File: config.mk
export PLATFORM = sky130hd
export DESIGN_NAME = core_pipe_ctrl
export DESIGN_NICKNAME = d
export VERILOG_FILES = /design/src/rtl/core_pipe_ctrl.sv
export SDC_FILE = /design/constraint.sdc
export NUM_CORES = 1
export LEC_CHECK = 0
export CAP_MARGIN = 30
export CORE_UTILIZATION = 51
export DETAILED_ROUTE_END_ITERATION = 12
export GPL_TIMING_DRIVEN = 0
export MAX_ROUTING_LAYER = met4
export PLACE_DENSITY_LB_ADDON = 0.15
export SETUP_SLACK_MARGIN = 0.05
export SYNTH_ARGS = -nofsm -noshare
export SYNTH_HDL_FRONTEND = slang
export SYNTH_SLANG_ARGS = --single-unit
File: constraint.sdc
create_clock -name clk -period 5.1 [get_ports clk]
set_input_delay 1.02 -clock clk [delete_from_list [all_inputs] [get_ports clk]]
set_output_delay 1.02 -clock clk [all_outputs]
set_load 0.02 [all_outputs]
File: src/rtl/core_pipe_ctrl.sv
// Pipeline hazard/stall controller: load-use interlock, taken-branch flush,
// data-memory wait with timeout halt, and saturating performance counters.
module core_pipe_ctrl #(
    parameter int unsigned TIMEOUT = 255,
    parameter int unsigned CNT_W   = 16
) (
    input  logic             clk,
    input  logic             rst,
    input  logic [4:0]       if_id_rs_i,
    input  logic [4:0]       if_id_rt_i,
    input  logic             id_uses_rt_i,
    input  logic             id_ex_memread_i,
    input  logic [4:0]       id_ex_rt_i,
    input  logic             ex_branch_taken_i,
    input  logic             dmem_req_i,
    input  logic             dmem_ack_i,
    output logic             pc_write_o,
    output logic             if_id_write_o,
    output logic             id_ex_write_o,
    output logic             ex_mem_write_o,
    output logic             pc_src_branch_o,
    output logic             if_id_flush_o,
    output logic             id_ex_bubble_o,
    output logic             mem_wb_bubble_o,
    output logic             mem_timeout_o,
    output logic [CNT_W-1:0] stall_cycles_o,
    output logic [CNT_W-1:0] flush_count_o
);

    localparam int unsigned WAIT_W = 8;

    typedef enum logic [1:0] {
        ST_RUN,
        ST_WAIT,
        ST_HALT
    } state_e;

    state_e              state_q, state_d;
    logic [WAIT_W-1:0]   wait_cnt_q, wait_cnt_d;
    logic                timeout_q, timeout_d;
    logic [CNT_W-1:0]    stall_cycles_q, flush_count_q;
    logic                load_use_c;
    logic                mem_stall_c;
    logic                run_eval_c;

    assign load_use_c = id_ex_memread_i && (id_ex_rt_i != 5'd0) &&
                        ((id_ex_rt_i == if_id_rs_i) ||
                         (id_uses_rt_i && (id_ex_rt_i == if_id_rt_i)));
    assign mem_stall_c = dmem_req_i && !dmem_ack_i;

    // Next state and control outputs; outputs have no added latency
    always_comb begin
        state_d         = state_q;
        wait_cnt_d      = wait_cnt_q;
        timeout_d       = timeout_q;
        run_eval_c      = 1'b0;
        pc_write_o      = 1'b0;
        if_id_write_o   = 1'b0;
        id_ex_write_o   = 1'b0;
        ex_mem_write_o  = 1'b0;
        pc_src_branch_o = 1'b0;
        if_id_flush_o   = 1'b0;
        id_ex_bubble_o  = 1'b0;
        mem_wb_bubble_o = 1'b0;

        unique case (state_q)
            ST_RUN: begin
                if (mem_stall_c) begin
                    mem_wb_bubble_o = 1'b1;
                    state_d         = ST_WAIT;
                    wait_cnt_d      = WAIT_W'(1);
                end else begin
                    run_eval_c = 1'b1;
                end
            end
            ST_WAIT: begin
                // A dropped request is treated the same as an ack
                if (mem_stall_c) begin
                    mem_wb_bubble_o = 1'b1;
                    wait_cnt_d      = wait_cnt_q + WAIT_W'(1);
                    if (wait_cnt_d == WAIT_W'(TIMEOUT)) begin
                        state_d   = ST_HALT;
                        timeout_d = 1'b1;
                    end
                end else begin
                    run_eval_c = 1'b1;
                    state_d    = ST_RUN;
                    wait_cnt_d = '0;
                end
            end
            ST_HALT: begin
                mem_wb_bubble_o = 1'b1;
            end
            default: begin
                state_d = ST_RUN;
            end
        endcase

        // Branch/load-use only evaluated when EX and ID are free to move
        if (run_eval_c) begin
            pc_write_o     = 1'b1;
            if_id_write_o  = 1'b1;
            id_ex_write_o  = 1'b1;
            ex_mem_write_o = 1'b1;
            if (ex_branch_taken_i) begin
                pc_src_branch_o = 1'b1;
                if_id_flush_o   = 1'b1;
                id_ex_bubble_o  = 1'b1;
            end else if (load_use_c) begin
                pc_write_o     = 1'b0;
                if_id_write_o  = 1'b0;
                id_ex_bubble_o = 1'b1;
            end
        end

        if (rst) begin
            pc_write_o      = 1'b0;
            if_id_write_o   = 1'b0;
            id_ex_write_o   = 1'b0;
            ex_mem_write_o  = 1'b0;
            pc_src_branch_o = 1'b0;
            if_id_flush_o   = 1'b0;
            id_ex_bubble_o  = 1'b0;
            mem_wb_bubble_o = 1'b0;
        end
    end

    // State, wait counter, sticky timeout and saturating perf counters
    always_ff @(posedge clk) begin
        if (rst) begin
            state_q        <= ST_RUN;
            wait_cnt_q     <= '0;
            timeout_q      <= 1'b0;
            stall_cycles_q <= '0;
            flush_count_q  <= '0;
        end else begin
            state_q    <= state_d;
            wait_cnt_q <= wait_cnt_d;
            timeout_q  <= timeout_d;
            if (!pc_write_o && (stall_cycles_q != '1)) begin
                stall_cycles_q <= stall_cycles_q + CNT_W'(1);
            end
            if (if_id_flush_o && (flush_count_q != '1)) begin
                flush_count_q <= flush_count_q + CNT_W'(1);
            end
        end
    end

    assign mem_timeout_o  = timeout_q;
    assign stall_cycles_o = stall_cycles_q;
    assign flush_count_o  = flush_count_q;

endmodule

### After elaboration in Yosys (flattened, before gate mapping)

Index checks and enable logic that the tools add are counted.

* reductions and logical operators: 16
* bitwise gates (word level): 1
* multiplexer cells: 25
* add/subtract/negate cells: 3
* equality and inequality tests: 9

Operators by type and width (number)
* $add A16 B1 Y16 const B: 2
* $ne A16 B16 Y1 const B: 2
* $mux W1: 17
* $mux W8: 2
* $pmux W8 S2: 1
* $eq A5 B5 Y1: 2
* $add A8 B1 Y8 const B: 1
* $eq A8 B8 Y1 const B: 1
* $logic_and A1 B1 Y1: 6
* $mux W2: 3
* $pmux W2 S3: 1
* $reduce_and A3 Y1: 2
* $reduce_bool A5 Y1: 1
* $ne A3 B3 Y1 const B: 1
* $eq A2 B1 Y1 const B: 1
* $eq A2 B2 Y1 const B: 1
* $logic_not A1 Y1: 2
* $logic_not A2 Y1: 1
* $ne A2 B2 Y1 const B: 1
* $pmux W1 S2: 1
* $reduce_and A2 Y1: 1
* $reduce_bool A2 Y1: 1
* $reduce_or A2 Y1: 1
* $logic_or A1 B1 Y1: 1
* $not A1 Y1: 1

* logic and storage cells: 59
* flip-flop bits (word level): 43
* input bits: 22
* output and inout bits: 41

### Longest topological paths before layout

Gate-level depths: netlist of run 1.

* depth after elaboration: 10
* mapped depth: 10
* depth with buffers taken out: 9

### Worst setup path before layout of run 1

OpenSTA, ideal clock, no wires.

* path kind: input-to-output
* from: in id_ex_rt_i[1]
* to: out pc_write_o
* data arrival time: 2.473 ns
* setup slack: 1.607 ns
* data required time: 4.080 ns
* cell stages on the path: 5
* buffers on the path: 2
* cell sequence: or4_1 > o21ai_0 > o31a_1 > buf_2 > buf_4

* cells in the longest elaborated chain, start to end: 8
* elaborated cells on any way between the ends: 11
* those cells by class: eq/ne (2); mux (4); reduce/logical (5)

RTL lines
* start, declared: line 13 `input logic [4:0] id_ex_rt_i,`
* $eq A5 B5 Y1: line 48 `(id_uses_rt_i && (id_ex_rt_i == if_id_rt_i)));`
* $logic_and A1 B1 Y1: line 48
* $logic_or A1 B1 Y1: line 47 `((id_ex_rt_i == if_id_rs_i) ||`
* $logic_and A1 B1 Y1 *: line 46 `assign load_use_c = id_ex_memread_i && (id_ex_rt_i != 5'd0) &&`
* $mux W1 * (4 in series)
* end, declared: line 17 `output logic pc_write_o,`

Mark *: on every way between the ends. The rest lies on a longest branch, timed or not.

### Worst setup path after layout of run 1

* from: in id_ex_rt_i[2]
* to: out pc_write_o

* cells in the longest elaborated chain, start to end: 8
* elaborated cells on any way between the ends: 11
* those cells by class: eq/ne (2); mux (4); reduce/logical (5)

RTL lines
* $eq A5 B5 Y1: line 48
* $logic_and A1 B1 Y1: line 48
* $logic_or A1 B1 Y1: line 47
* $logic_and A1 B1 Y1 *: line 46
* $mux W1 *: line 109 `end else if (load_use_c) begin`
* $mux W1 *: line 105 `if (ex_branch_taken_i) begin`
* $mux W1 *: line 100 `if (run_eval_c) begin`
* $mux W1 *: line 116 `if (rst) begin`

Marked as above.

==> results.ini, run 1 <==
[pwr]
internal_power_uw = 475
power.switching_uw = 165
power_uw = 640
p_comb_share_pct = 12.7
p_seq_share_pct = 53.9
p_sw_share_pct = 25.8
powerDensity_mw_per_mm2 = 214
vdd_drop_max_uv = 167
p_clk_share_pct = 33.4
p_leak_nw = 1.02

[timing]
finalSetupViolCount = 0
layout_setup_ws_ns = 0.364
fin_crit_sh_pct = 92.9
worst_pin_slew_ns = 0.632
fin_crit_ns = 4.74
fin_tns_setup_ns = 0
hold_viol_final = 0
grt_setup_unrepaired = no
clock_skew_ns = 0.00532
slew_viol_final = 0
slew_headroom_pct = 57.6
fmax_ghz = 0.211

[worst_hold_path]
hp-class = reg -> reg
holdCritStartpoint = mem_timeout_o$_SDFFE_PP0P_

[clocking]
cts_resized = 0
cts_hold_buffers = 0
cts_tree = built
cts_buffers = 5
post_cts_buffers = 0
clock_latency_ns = 0.29
cts.sinks = 43
clk_root_buffer_cell = clkbuf_8
clk_pin_slew_ns = 0.08
h-tree-depth = 2
cts_max_path_buffers = 2

[synthesis]
synth-edff-count = 0
synth_top_area_share_pct = 38.7
synth.most_common_cell = nor2_1
synth-async-reset-ratio_pct = 0
avgSynthCellArea_um2 = 8.27
synth_common_cells = nor2_1, dfxtp_1, nand2_1
synthFlopType = dfxtp_1
ys_top_cells_by_area = dfxtp_1, nor2_1, xor2_1
synth_area_mm2 = 0.00222
syn_inst = 269
ys_seq_elements = 43
synth-seq-area-share_pct = 38.7
yosys_warnings = 0
synth_nets = 295
synth_cell_types = 41
yosys.area.top_type = dfxtp_1

[global_routing]
grt_pass1_vias = 1960
antenna_found_initial = 0
grt_max_degree = 15
grt_usage_pct = 25.1
grt_pass1_wl_mm = 8.54
grt_overflow = 0

[flow_run]
drv_cap = 0

[worst_setup_path]
worstPathRequired_ns = 4.08
arrival_ns = 3.72
cp_max_fo = 11
critPathLaunchType = primary input
crit_start = id_ex_rt_i[2]
critical_path_class = in -> out
endpoint_kind = output port
regToRegStartpoint = stall_cycles_o[3]$_SDFFE_PP0P_

[die]
io_pins = 63
die_h_um = 68.0
dieArea_mm2 = 0.00463
die_x_um = 68.0
rows = 23
fp.coreArea_mm2 = 0.00409
initial_utilization_pct = 54.4

[route]
wire_per_inst_um = 13.6
num_vias = 2125
dr.pass1.iters = 4
wl_mm = 5.28
viasPerCell = 5.48
ant_nets = 0
drtIter0Drc = 130
drc_errors = 0

[placed_design]
portBuffers = 61
place_congestion = 0.912
dp_slack_ns = 0.367
hpwlAfterDp_mm = 3.93
place_inst = 380

[cells_and_area]
final_cells = 388
final_nets = 363
drive_gt1_share_pct = 5.33
synthToLayoutAreaGrowth_pct = 34.3
fin_util_pct = 73.1
fillCellCount = 328
antenna_cells = 0

[run_status]
status = finished clean

==> registers in the layout, indices dropped and copies added (netlist names) <==
name and count:
flush_count_o 16, mem_timeout_o 1, stall_cycles_o 16, state_q 2, wait_cnt_q 8
==> logic make-up after synthesis <==
logic type	synth area share (%)
multiplexers	1.13
flip-flops	38.7
AO/OA/AOI/OAI	10.1
AND/OR/NAND/NOR	30.7
adder cells (fa/ha/maj)	2.25
buffers and inverters	2.98
XOR/XNOR	14.2
==> worst paths after layout <==
check        depth (start not counted)  slack [ns]                        endpoint
min                                  2        0.45      mem_timeout_o$_SDFFE_PP0P_
max reg2reg                          8        2.80  stall_cycles_o[0]$_SDFFE_PP0P_
min reg2reg                          2        0.45      mem_timeout_o$_SDFFE_PP0P_
max                                  7        0.36                      pc_write_o
==> worst max-delay path: stages <==
cell and delay (ns):
clkdlybuf4s50_1 0.48, or4_1 0.51, o21ai_0 0.29, o31a_1 0.39, buf_2 0.29, buf_4 0.14, clkdlybuf4s50_1 0.59
==> power by group through the flow <==
stage               logic [mW]  clock network (mW)  registers, mW
floorplan               0.0377                   0          0.356
global placement        0.0793                   0          0.353
detailed placement      0.0813                   0          0.353
CTS                     0.0815               0.219          0.345
global route            0.0877               0.234          0.346
finish                  0.0811               0.214          0.345
==> layer usage <==
metal / vias up / part of all wire [%] / GRT usage (%)
li1: 1073 / - / -
met1: 978 / 42 / 28.5
met2: 69 / 48 / 43.5
met3: 5 / 8.7 / 6.00
met4: 0 / 0.62 / 7.29
met5: - / 0 / -
==> cell type report <==
| cell class | count | area, um^2 | share of cell area, % |
|---|---|---|---|
| Buffer | 11 | 55.1 | 1.84 |
| Clock buffer | 5 | 68.8 | 2.31 |
| Inverter | 3 | 11.3 | 0.377 |
| Sequential cell | 43 | 861 | 28.8 |
| Tap cell | 50 | 62.6 | 2.10 |
| Clock inverter | 3 | 20.0 | 0.671 |
| Timing Repair Buffer | 61 | 611 | 20.5 |
| Multi-Input combinational cell | 212 | 1300 | 43.4 |
==> layout by cell type, fill, tap and decap left out, types with 3 or more instances in the layout <==
cell / instances
ha_1: 4
nand2_1: 21
or3_1: 7
a21oi_1: 15
xnor2_1: 17
nor3_1: 11
nor2b_1: 4
nor2_1: 46
o21ai_0: 11
xor2_1: 19
buf_4: 3
and3_1: 6
clkbuf_1: 6
nand4_1: 8
clkdlybuf4s50_1: 61
nor4_1: 4
nand3_1: 12
inv_1: 3
dfxtp_1: 43
clkbuf_8: 5
==> stage by stage <==
| step | cell area (um^2) | hold slack, ns |
|---|---|---|
| after floorplan | 2220 | 0.428 |
| after global placement | 2900 | 0.432 |
| after detailed placement | 2900 | 0.436 |
| after CTS | 2990 | 0.449 |
| after global routing | 2990 | 0.486 |
| final | 2990 | 0.447 |
Note: power is estimated with default switching activity, not from simulation.
==> run 2: changes to the inputs <==
- GPL_ROUTABILITY_DRIVEN: unset -> 0
==> results of run 2 <==
Final layout, timing and power as in run 1 (identical DEF).
==> run 3: changes to the inputs <==
- CELL_PAD_IN_SITES_DETAIL_PLACEMENT: unset -> 0
- CELL_PAD_IN_SITES_GLOBAL_PLACEMENT: unset -> 1
- CORE_ASPECT_RATIO: unset -> 0.75
- CORE_UTILIZATION: 51 -> 37
- CTS_CLUSTER_SIZE: unset -> 14
==> run 3 against run 2 <==
Clock power rose by 30%. Clock skew down 0.0022 ns. Fmax shrank 1.0%. Combinational power about the same. Largest cell class unchanged.
==> results.ini, run 3 (synthesis gave the netlist of run 1 again) <==
[global_routing]
grt_pass1_wl_mm = 8.90  ; +4.2%
grt_use_met3_pct = 4.08  ; -1.9 points
grt_max_degree = 14  ; -1
use_met1_pct = 25.0  ; -3.5 points
grt_pass1_vias = 1907  ; -2.7%
grt_overflow = 0  ; unchanged
antenna_found_initial = 0  ; unchanged
grt_util_met2_pct = 26.5  ; -17 points
top_usage_layer = met2
grt_usage_pct = 18.1  ; -7.1 points

[die]
io_pins = 63  ; unchanged
dieArea_mm2 = 0.00633  ; +37%
fp.coreArea_mm2 = 0.00580  ; +42%
die_x_um = 91.5  ; +35%
initial_utilization_pct = 38.4  ; -16 points
rows = 24  ; +4.3%
die_h_um = 69.1  ; +1.6%

[timing]
slew_headroom_pct = 58.1  ; +0.47 points
fmax_ghz = 0.209  ; -1.0%
fin_crit_sh_pct = 93.8  ; +0.94 points
grt_setup_unrepaired = no
finalSetupViolCount = 0  ; unchanged
slew_viol_final = 0  ; unchanged
hold_viol_final = 0  ; unchanged
clock_skew_ns = 0.00309  ; -0.00223 ns
fin_tns_setup_ns = 0  ; unchanged
fin_crit_ns = 4.78  ; +0.0478 ns
worst_pin_slew_ns = 0.625  ; -0.00708 ns

[route]
wire_per_inst_um = 13.1  ; -4.1%
ant_nets = 0  ; unchanged
dr.pass1.iters = 4  ; unchanged
wl_mm = 5.43  ; +2.8%
num_vias = 2091  ; -1.6%
drc_errors = 0  ; unchanged
drtIter0Drc = 113  ; -13%
viasPerCell = 5.03  ; -8.2%

[clocking]
clk_root_buffer_cell = clkbuf_8
h-tree-depth = 2  ; unchanged
cts_resized = 0  ; unchanged
cts_hold_buffers = 0  ; unchanged
clock_latency_ns = 0.30  ; about the same
cts.sinks = 43  ; unchanged
post_cts_buffers = 0  ; unchanged
cts_buffers = 5  ; unchanged
cts_tree = built
clk_pin_slew_ns = 0.08  ; about the same
cts_max_path_buffers = 2  ; unchanged

[run_status]
status = finished clean

[worst_setup_path]
critical_path_class = in -> out
cp_max_fo = 11  ; unchanged
timing.rr.end = stall_cycles_o[15]$_SDFFE_PP0P_
arrival_ns = 3.76  ; +0.04 ns
ff2ff_path_depth = 8  ; unchanged
r2r_slack_ns = 2.75  ; -0.05 ns
regToRegStartpoint = stall_cycles_o[4]$_SDFFE_PP0P_
endpoint_kind = output port
worstPathRequired_ns = 4.08  ; about the same
critPathLaunchType = primary input

[cells_and_area]
antenna_cells = 0  ; unchanged
drive_gt1_share_pct = 5.33  ; unchanged
layout_common_cells = clkdlybuf4s50_1, nor2_1, dfxtp_1
final_common_cell = clkdlybuf4s50_1
final_cells = 416  ; +7.2%
fillCellCount = 562  ; +71%
final_nets = 363  ; unchanged
synthToLayoutAreaGrowth_pct = 37.1

[worst_hold_path]
hold_depth = 2  ; unchanged
holdPathEnd = mem_timeout_o$_SDFFE_PP0P_
hp-class = reg -> reg
holdCritStartpoint = mem_timeout_o$_SDFFE_PP0P_

[placed_design]
portBuffers = 61  ; unchanged
hpwlAfterDp_mm = 3.93  ; about the same
place_inst = 408  ; +7.4%

[pwr]
vdd_drop_max_uv = 160  ; -4.2%
power_uw = 705  ; +10%
p_leak_nw = 1.04  ; +2.1%
powerDensity_mw_per_mm2 = 231  ; +7.8%

[flow_run]
drv_cap = 0  ; unchanged

[run 3: cell type report]
| class | count | area [um^2] | share of cell area (%) |
|---|---|---|---|
| Sequential cell | 43 | 861 | 28.2 |
| Inverter | 3 | 11.3 | 0.369 |
| Timing Repair Buffer | 61 | 611 | 20.0 |
| Multi-Input combinational cell | 212 | 1300 | 42.5 |
| Buffer | 11 | 55.1 | 1.81 |
| Clock inverter | 2 | 35.0 | 1.15 |
| Tap cell | 78 | 97.6 | 3.20 |
| Clock buffer | 6 | 82.6 | 2.71 |
[run 3: worst max path at each step]
stage,from,to,cells past startpoint,slack (ns)
floorplan,id_ex_rt_i[1],pc_write_o,5,1.61
global placement,id_ex_rt_i[1],pc_write_o,7,0.33
detailed placement,id_ex_rt_i[1],pc_write_o,7,0.32
CTS,id_ex_rt_i[1],pc_write_o,7,0.31
global route,id_ex_rt_i[1],pc_write_o,7,0.13
finish,id_ex_rt_i[1],pc_write_o,7,0.32
[run 3: per-stage QoR]
stage,utilization (%),hold slack (ns),setup WS [ns],cell area [um^2]
2_1_floorplan,-,0.428,1.61,2220
3_3_place_gp,50.6,0.437,0.325,2930
3_5_place_dp,50.6,0.450,0.318,2930
4_1_cts,52.6,0.468,0.308,3050
5_1_grt,52.6,0.507,0.126,3050
6_report,52.6,0.460,0.316,3050
[run 3: per-layer routing]
layer  routed length [um]  vias to the layer above
li1                     -                     1068
met1                 2830                      964
met2                 2280                       54
met3                  289                        5
met4                   40                        0
met5                    0                        -
[run 3: power breakdown]
part / total (mW) / switching, mW / internal (mW)
Sequential: 0.345 / 0.00520 / 0.340
Combinational: 0.0812 / 0.0409 / 0.0403
Clock: 0.279 / 0.120 / 0.159
Total: 0.705 / 0.166 / 0.538
[run 3: critical path, stage by stage]
cell             delay, ns
clkdlybuf4s50_1       0.46
or4_1                 0.55
o21ai_0               0.28
o31a_1                0.39
buf_2                 0.32
buf_4                 0.15
clkdlybuf4s50_1       0.59
